## config.mk

```make
export PLATFORM = sky130hd
export DESIGN_NAME = sti_tx_scheduler
export DESIGN_NICKNAME = d
export VERILOG_FILES = /design/src/rtl/sti_sched_pkg.sv /design/src/rtl/sti_tx_scheduler_rr_arbiter.sv /design/src/rtl/sti_tx_scheduler.sv
export SDC_FILE = /design/constraint.sdc
export NUM_CORES = 1
export LEC_CHECK = 0
export ABC_AREA = 0
export CAP_MARGIN = 10
export CORE_UTILIZATION = 40
export DETAILED_ROUTE_END_ITERATION = 12
export PLACE_DENSITY = 0.75
export RECOVER_POWER = 100
export SYNTH_ARGS = -nofsm -noshare
export SYNTH_HDL_FRONTEND = slang
export SYNTH_SLANG_ARGS = --single-unit
```

## constraint.sdc

```tcl
create_clock -name clk -period 2 [get_ports clk]
set_input_delay 0.2 -clock clk [delete_from_list [all_inputs] [get_ports clk]]
set_output_delay 0.2 -clock clk [all_outputs]
set_load 0.05 [all_outputs]
```

## src/rtl/sti_sched_pkg.sv

```systemverilog
// Shared types and helpers for the serial-transmit word scheduler.
package sti_sched_pkg;

  typedef enum logic [2:0] {
    IDLE,
    ARB,
    LOAD,
    WAIT_START,
    WAIT_DONE,
    CHECK,
    END,
    DONE
  } state_t;

  // Length codes as presented on req_length / pi_length.
  localparam logic [1:0] LEN_8  = 2'd0;
  localparam logic [1:0] LEN_16 = 2'd1;
  localparam logic [1:0] LEN_24 = 2'd2;
  localparam logic [1:0] LEN_32 = 2'd3;

  // Bit positions inside a per-requester cfg nibble {fill, msb, low, last}.
  localparam int FILL = 3;
  localparam int MSB  = 2;
  localparam int LOW  = 1;
  localparam int LAST = 0;

  function automatic logic [5:0] bits_for_len(input logic [1:0] len);
    return 6'({len, 3'b000}) + 6'd8;
  endfunction

endpackage

```

## src/rtl/sti_tx_scheduler_rr_arbiter.sv

```systemverilog
// Combinational round-robin pick: first set request strictly after ptr, wrapping.
module sti_tx_scheduler_rr_arbiter #(
  parameter int NREQ = 2
) (
  input  logic [NREQ-1:0] req,
  input  logic [1:0]      ptr,
  output logic [NREQ-1:0] grant,
  output logic            valid
);

  always_comb begin
    grant = '0;
    valid = 1'b0;
    for (int off = 1; off <= NREQ; off++) begin
      for (int i = 0; i < NREQ; i++) begin
        if (!valid && req[i] && (i == (int'(ptr) + off) % NREQ)) begin
          grant[i] = 1'b1;
          valid    = 1'b1;
        end
      end
    end
  end

endmodule

```

## src/rtl/sti_tx_scheduler.sv

```systemverilog
// Round-robin word scheduler in front of the serial-transmit/DAC datapath.
// Optional per-word bit-count check is built when STI_SCHED_BITCHECK_EN is defined.
module sti_tx_scheduler
  import sti_sched_pkg::*;
#(
  parameter int NREQ = 2,
  parameter int WDOG = 64
) (
  input  logic              clk,
  input  logic              reset,
  input  logic [NREQ-1:0]   req_en,
  input  logic [NREQ-1:0]   req_valid,
  output logic [NREQ-1:0]   req_ready,
  input  logic [16*NREQ-1:0] req_data,
  input  logic [2*NREQ-1:0] req_length,
  input  logic [4*NREQ-1:0] req_cfg,
  output logic              load,
  output logic [15:0]       pi_data,
  output logic [1:0]        pi_length,
  output logic              pi_fill,
  output logic              pi_msb,
  output logic              pi_low,
  output logic              pi_end,
  input  logic              so_valid,
  input  logic              oem_finish,
  output logic [1:0]        grant_id,
  output logic              busy,
  output logic              done,
  output logic              err
`ifdef STI_SCHED_BITCHECK_EN
  ,
  output logic [5:0]        bit_count_last
`endif
);

  localparam int WD_W = $clog2(WDOG + 1);

  state_t            state, next_state;
  logic [NREQ-1:0]   active, retired;
  logic [1:0]        rr;
  logic [WD_W-1:0]   wd_cnt;

  logic [NREQ-1:0]   arb_grant;
  logic              arb_valid;
  logic              take_grant;
  logic              wd_expire;
  logic              proto_err;
  logic              bit_err;
  logic              err_set;

  logic [15:0]       sel_data;
  logic [1:0]        sel_len;
  logic [3:0]        sel_cfg;
  logic [1:0]        sel_idx;

  sti_tx_scheduler_rr_arbiter #(.NREQ(NREQ)) u_arb (
    .req   (active & ~retired & req_valid),
    .ptr   (rr),
    .grant (arb_grant),
    .valid (arb_valid)
  );

  always_comb begin
    sel_data = '0;
    sel_len  = '0;
    sel_cfg  = '0;
    sel_idx  = '0;
    for (int i = 0; i < NREQ; i++) begin
      if (arb_grant[i]) begin
        sel_data = req_data[16*i +: 16];
        sel_len  = req_length[2*i +: 2];
        sel_cfg  = req_cfg[4*i +: 4];
        sel_idx  = 2'(i);
      end
    end
  end

  always_ff @(posedge clk or posedge reset) begin
    if (reset) state <= IDLE;
    else       state <= next_state;
  end

  always_comb begin
    next_state = state;
    take_grant = 1'b0;
    wd_expire  = 1'b0;
    case (state)
      IDLE:       next_state = (req_en == '0) ? END : ARB;
      ARB: begin
        if (arb_valid) begin
          take_grant = 1'b1;
          next_state = LOAD;
        end
      end
      LOAD:       next_state = WAIT_START;
      WAIT_START: begin
        if (so_valid) begin
          next_state = WAIT_DONE;
        end else if (wd_cnt == WD_W'(WDOG - 1)) begin
          wd_expire  = 1'b1;
          next_state = ARB;
        end
      end
      WAIT_DONE:  if (!so_valid) next_state = CHECK;
      CHECK:      next_state = ((active & ~retired) == '0) ? END : ARB;
      END:        if (oem_finish) next_state = DONE;
      DONE:       next_state = DONE;
      default:    next_state = IDLE;
    endcase
  end

  // The serializer must stay quiet whenever no word is in flight.
  assign proto_err = so_valid && (state == ARB || state == LOAD || state == CHECK);
  assign err_set   = wd_expire | proto_err | bit_err;

  // Outputs are registered from next_state so they line up with the state they describe.
  always_ff @(posedge clk or posedge reset) begin
    if (reset) begin
      active    <= '0;
      retired   <= '0;
      rr        <= '0;
      wd_cnt    <= '0;
      load      <= 1'b0;
      pi_data   <= '0;
      pi_length <= '0;
      pi_fill   <= 1'b0;
      pi_msb    <= 1'b0;
      pi_low    <= 1'b0;
      pi_end    <= 1'b0;
      req_ready <= '0;
      grant_id  <= '0;
      busy      <= 1'b0;
      done      <= 1'b0;
      err       <= 1'b0;
    end else begin
      load      <= (next_state == LOAD);
      busy      <= (next_state != IDLE) && (next_state != DONE);
      pi_end    <= (next_state == END) || (next_state == DONE);
      done      <= done | (next_state == DONE);
      err       <= err | err_set;
      req_ready <= take_grant ? arb_grant : '0;
      if (state == IDLE) active <= req_en;
      if (state == LOAD)            wd_cnt <= '0;
      else if (state == WAIT_START) wd_cnt <= wd_cnt + WD_W'(1);
      if (take_grant) begin
        pi_data   <= sel_data;
        pi_length <= sel_len;
        pi_fill   <= sel_cfg[FILL];
        pi_msb    <= sel_cfg[MSB];
        pi_low    <= sel_cfg[LOW];
        grant_id  <= sel_idx;
        rr        <= sel_idx;
        if (sel_cfg[LAST]) retired <= retired | arb_grant;
      end
    end
  end

`ifdef STI_SCHED_BITCHECK_EN
  logic [5:0] bit_cnt;

  // The first so_valid cycle is consumed in WAIT_START, so counting starts at 1.
  always_ff @(posedge clk or posedge reset) begin
    if (reset) begin
      bit_cnt        <= '0;
      bit_count_last <= '0;
    end else begin
      if (state == WAIT_START && so_valid)
        bit_cnt <= 6'd1;
      else if (state == WAIT_DONE && so_valid && bit_cnt != 6'h3f)
        bit_cnt <= bit_cnt + 6'd1;
      if (state == WAIT_DONE && !so_valid)
        bit_count_last <= bit_cnt;
    end
  end

  assign bit_err = (state == CHECK) && (bit_cnt != bits_for_len(pi_length));
`else
  assign bit_err = 1'b0;
`endif

endmodule
```

==> metrics.md, run 1 <==
| Metric | Value |
|---|---|
| Syn_nets | `233` |
| Average vias per placed instance | `5.389` |
| CTS buffer count | `5` |
| Detailed placer's ending HPWL | `3667 microns` |
| Num rows | `25` |
| Iteration-0 DRC Markers | `83` |
| Commonest non-fill, non-tap cell in the layout | `clkdlybuf4s50_1` |
| Post-synthesis cell type count | `36` |
| Ys Warns | `0` |
| Post-synth top area share | `53.38%` |
| MaxCap Viol Count | `0` |
| Synth-to-Final Area Change | `49.66%` |
| PwrDens | `596.4 nW/um^2` |
| Clk root buf | `clkbuf_8` |
| Max H-tree Level | `2` |
| Post-synth ARST share | `100.0%` |
| RSZ-0062 raised after global routing | `false` |
| Hold Path Class | `reg -> reg` |
| WHS | `0.4776 ns` |
| Post-DP Area | `2918 sq um` |
| Die Y-Extent | `72.99 microns` |
| Worst-path cell chain | `nand3b_1, nor3_2, a221o_1` |
| Arr. time, crit path | `2.04 ns` |
| Chip width | `72.99 microns` |
| Routed WL | `5355 microns` |
| Worst slew margin | `29.40%` |
| Routed WL per cell | `16.03 microns` |
| Final setup viols | `0` |
| Antenna violations before repair | `0` |
| Final Hold Fails | `0` |
| Fill count | `395` |
| Crit-path max FO | `11` |
| Peak supply drop | `0.3514 mV` |
| Mean post-synth cell area | `11.20 sq um` |
| CP endpoint kind | `flip-flop` |
| Largest net degree at the start of global routing | `44` |
| Minimum clock period | `1.814 ns` |
| Share of layout cells above drive strength 1 | `7.491%` |
| Port bufs | `80` |
| Most frequent cells in the layout | `clkdlybuf4s50_1 (50), dfrtp_1 (43), dlygate4sd3_1 (30)` |
| Slowest stage delay, CP | `0.75 ns` |
| Vias in the first global route | `1702` |
| Mapped Cells | `180` |
| CTS tree | `yes` |
| Mapped Area | `2016 sq um` |
| Clock Skew | `0.009130 ns` |
| Post-detailed-route count of antenna-violating nets | `0` |
| # DRC | `0` |
| Synth Register Bits | `43` |
| Post-CTS resize count | `0` |
| Synth top area cells | `dfrtp_1 (53%), a221o_1 (10%), nor2b_1 (6.5%)` |
| Core Region | `4786 sq um` |
| IO Count | `82` |
| Inserted Diodes | `0` |
| Post-synth EDFFs | `0` |
| Clock sink count | `43` |
| Max clock buf depth | `2` |
| CP Class | `reg -> reg` |
| Actual slew at the worst max-slew pin | `1.059 ns` |
| Die area | `5327 sq um` |
| Cts hold-fix bufs | `0` |
| Global-route wire length before repair | `8231 microns` |
| Pins Over Slew Limit | `0` |
| Setup repair bufs after CTS | `0` |
| Layout Nets | `319` |
| Final instance area | `3017 sq um` |
| CTS clk-pin slew, worst paths | `0.08 ns` |
| Status | `finished clean` |
| Top_reg_cell synth | `dfrtp_1` |
| GRT Total Usage | `20.43%` |
| First drt pass iteration count | `4` |
| Overflow after GRT | `0` |
| Initial Util | `42.12%` |
| Seq/Total Area, Yosys | `53.38%` |
| Worst path slowest cell | `nor3_2` |
| Worst-Skew Late Latency | `0.29 ns` |
| F_max | `551.1 MHz` |
| DR vias | `1800` |
| Synth area leader | `dfrtp_1` |
| Gpl congestion | `0.8382` |
| P_leak | `1.417 nW` |
| CP startpoint kind | `flip-flop` |
| Required @ worst endpoint | `2.22 ns` |
| Fin crit share | `90.72%` |
-- critical path: cells and delay by family, from the launching register on --
family | cells | cell delay, ns
and+or+nand+nor | 2 | 1.10
AOI/OAI and AO/OA | 1 | 0.26
DFF | 1 | 0.40
-- Yosys cell counts (all sizes together), types with 2 or more instances --
cell type	number
a21o	4
a21oi	6
a221o	21
a31oi	3
and2	2
buf	7
clkbuf	4
dfrtp	43
inv	6
mux2	2
nand2	7
nand2b	6
nand3	4
nand3b	2
nand4	3
nor2	8
nor2b	21
nor3	5
o21ai	11
o31ai	2
-- path summary, 6_finish.rpt --
path	startpoint	end	slack (ns)	depth (start not counted)
worst min-delay path	done	done	0.48	1
worst max register to register	retired[1]	pi_data[12]	0.19	3
min in group asynchronous	reset	pi_data[11]	0.70	3
worst min register to register	done	done	0.48	1
max in group asynchronous	reset	active[0]	0.65	3
worst max-delay path	retired[1]	pi_data[12]	0.19	3
-- per-stage QoR --
step | util [%] | power, mW | TNS [ns] | worst slack (ns) | instances
final | 63.03 | 1.799 | 0 | 0.1855 | 334
after CTS | 63.74 | 1.822 | 0 | 0.05518 | 333
after detailed placement | 60.97 | 1.028 | -0.8050 | -0.06189 | 325
after global routing | 63.03 | 1.853 | 0 | 0.09306 | 334
after floorplan | - | 0.9125 | 0 | 0.4196 | 180
after global placement | 60.97 | 1.028 | -0.7886 | -0.04050 | 325
-- final cells by class --
cell class / count / area [sq um] / share of cell area, %
inverter: 6 / 22.52 / 0.7466
tap: 67 / 83.83 / 2.779
timing repair buffer: 89 / 872.1 / 28.91
multi-input combinational: 121 / 829.5 / 27.50
clock inverter: 2 / 60.06 / 1.991
clock buffer: 6 / 72.57 / 2.406
sequential: 43 / 1076 / 35.67
-- routing by layer --
metal  vias to the layer above  track usage, %  part of all wire (%)  wire length (microns)
met1                       876           26.54                    44                   2374
met2                        75           32.61                    47                   2541
met5                         -               0                     0                      0
li1                        839               -                     -                      -
met3                        10           4.006                   5.8                    310
met4                         0           10.02                   2.4                    129
-- power by group --
group	switching, mW	leakage (nW)	total [mW]	internal (mW)
sequential	0.000464	0.573	0.870	0.869
clock	0.295	0.0654	0.794	0.499
combinational	0.0450	0.779	0.135	0.0899
total	0.340	1.42	1.80	1.46
-- cell families (layout without fill, tap and decap cells) --
family	Yosys count	in the layout	synth area share (%)
mux	2	2	1.117
fa+ha+maj	1	1	0.6206
compound gates	53	53	21.17
flops	43	43	53.38
buf+inv	17	103	4.842
simple gates	63	64	18.68
other cells	1	1	0.1860
-- state kept, by name (all words and copies together) (netlist names) --
signal     cells
pi_low         1
wd_cnt         7
state          3
pi_length      2
load           1
pi_data       16
pi_msb         1
pi_end         1
active         2
done           1
err            1
retired        2
rr             1
busy           1
req_ready      2
pi_fill        1
(Power assumes the default switching activity.)
==> run 2: changes to the inputs <==
CAP_MARGIN = 20   (was 10)
CORE_UTILIZATION = 39   (was 40)
PLACE_DENSITY = 0.77   (was 0.75)
clock period = 1.6 ns   (was 2 ns; I/O delays follow)
==> run 2 against run 1 <==
  * Routed wire length down 3.0%
  * Combinational power up 26%
  * Register-to-register slack worse by 0.18 ns
  * Sequential share of layout area up 1.4 points
  * Setup slack worse by 0.18 ns
  * First-iteration DRC count down 17%
  * Final cell count up 3.0%
  * Global-route usage down 0.36 points
  * Largest cell class unchanged
  * Highest routed layer unchanged
==> metrics.md, run 2 (same netlist as run 1, synthesis figures left out) <==
| Metric | Value |
|---|---|
| Final setup margin | `0.002042 ns` |
| Arr. time, crit path | `1.77 ns` |
| Die Y-Extent | `73.89 microns` |
| Gpl congestion | `0.7808` |
| Routed WL per cell | `15.09 microns` |
| R2R depth | `5` |
| Inst Count DP | `335` |
| Max reg flops | `16` |
| Worst slew margin | `30.74%` |
| MaxCap Viol Count | `0` |
| Status | `finished clean` |
| Vias in the first global route | `1762` |
| Routed WL | `5192 microns` |
| Worst-path cell chain | `or3b_4, a21oi_4, buf_6, nor2b_1, a221o_1` |
| Pins Over Slew Limit | `0` |
| Final instance area | `2902 sq um` |
| Synth-to-Final Area Change | `43.95%` |
| Critical path depth | `5` |
| CP endpoint kind | `flip-flop` |
| Clock sink count | `43` |
| Fin crit share | `99.87%` |
| DR vias | `1812` |
| Iteration-0 DRC Markers | `69` |
| Clk root buf | `clkbuf_8` |
| Slowest stage delay, CP | `0.45 ns` |
| Layout Cells excl Fill | `344` |
| Commonest non-fill, non-tap cell in the layout | `clkdlybuf4s50_1` |
| Final setup viols | `0` |
| Worst Path Buf+Inv | `1` |
| PwrDens | `669.8 nW/um^2` |
| Crit path from | `state[2]` |
| Reg-to-reg endpoint | `pi_data[5]` |
| Max H-tree Level | `2` |
| Overflow after GRT | `0` |
| P_leak | `1.315 nW` |
| Antenna violations before repair | `0` |
| Largest net degree at the start of global routing | `44` |
| Max clock buf depth | `2` |
| CP Class | `reg -> reg` |
| Detailed placer's ending HPWL | `3741 microns` |
| CTS clk-pin slew, worst paths | `0.07 ns` |
| IO Count | `82` |
| CP top delay family | `simple AND/OR/NAND/NOR gates` |
| Most frequent cells in the layout | `clkdlybuf4s50_1 (50), dfrtp_1 (43), clkbuf_1 (29)` |
| Post-DP Area | `2908 sq um` |
| Chip width | `73.89 microns` |
| Actual slew at the worst max-slew pin | `1.039 ns` |
| End point of the critical path | `pi_data[5]` |
| CTS tree | `yes` |
| Port bufs | `80` |
| Die area | `5460 sq um` |
| GRT Total Usage | `20.07%` |
| Layout Nets | `330` |
| Clock Skew | `0.005629 ns` |
| Worst path slowest cell | `or3b_4` |
| WHS | `0.4648 ns` |
| Peak supply drop | `0.3626 mV` |
| F_max | `625.8 MHz` |
| Crit-path max FO | `11` |
| Reg-to-Reg Start | `state[2]` |
| Share of layout cells above drive strength 1 | `13.00%` |
| CP startpoint kind | `flip-flop` |
| Largest registers | `pi_data (16), wd_cnt (7), state (3)` |
| Hold Path Class | `reg -> reg` |
| Final Hold Fails | `0` |
| Worst-Skew Late Latency | `0.29 ns` |
| Dpl ws | `-0.2090 ns` |
| Hold_sp | `done` |
| Global-route wire length before repair | `8376 microns` |
| Minimum clock period | `1.598 ns` |
| Post-detailed-route count of antenna-violating nets | `0` |
| Initial Util | `41.57%` |
| Most flops, register | `pi_data` |
| Average vias per placed instance | `5.267` |
| Num rows | `25` |
| Fill count | `455` |
| Core Region | `4848 sq um` |
| First drt pass iteration count | `4` |
| Inserted Diodes | `0` |
| RSZ-0062 raised after global routing | `true` |
| R2R setup slack | `0.002 ns` |
| Hold path depth | `1` |
| CTS buffer count | `5` |
| # DRC | `0` |
| Required @ worst endpoint | `1.77 ns` |
run 2: cell count changes in the layout (fill, tap and decap cells not counted), moves of 2 or more:
cell and delta:
clkbuf_1 +27, buf_6 +2, buf_4 +12, bufinv_16 -2
dlygate4sd3_1 -29
run 2: worst min-delay path by stage:
stage	slack, ns	end
floorplan	0.28	retired[1]
global placement	0.45	done
CTS	0.22	pi_fill
finish	0.46	done
detailed placement	0.46	done
global route	0.49	retired[1]
run 2: what timing repair did:
action,4_1_cts,5_1_grt
gates resized for setup,4,1
setup endpoints to repair,23,23
buffers inserted,1,1
pin swaps,1,0
hold buffers,0,0
run 2: metrics by stage:
stage / utilization, % / setup TNS (ns) / total power, mW
global placement: 59.97 / -3.547 / 1.286
global route: 59.85 / -1.218 / 2.011
floorplan: - / 0 / 1.141
CTS: 62.14 / -0.03259 / 1.976
finish: 59.85 / 0 / 1.944
detailed placement: 59.97 / -4.246 / 1.286
run 2: report_power, final:
part           total (mW)  internal [mW]  switching [mW]
Clock               0.685          0.339           0.347
Combinational       0.170          0.112          0.0581
Sequential           1.09           1.09        0.000692
Total                1.94           1.54           0.406
run 2: worst reg2reg max path, delay by kind of cell, from the launching register on:
kind            cells  cell delay (ns)
flops               1             0.38
buf+inv             1             0.17
simple gates        2             0.51
compound gates      2             0.42
run 2: metal layers:
metal  routed length, microns  global-route usage, %
met3                      282                  4.115
met5                        0                      0
met1                     2379                  26.27
met4                       47                  4.487
met2                     2482                  34.15
run 2: cell type report:
cell class	count	area [sq um]	area share, %
flip-flops and latches	43	1076	37.08
multi-input cells	120	852.1	29.37
repair buffers	101	779.5	26.87
well taps	67	83.83	2.889
clock buffers	6	82.58	2.846
inverters	6	22.52	0.7762
clock inverters	1	5.005	0.1725
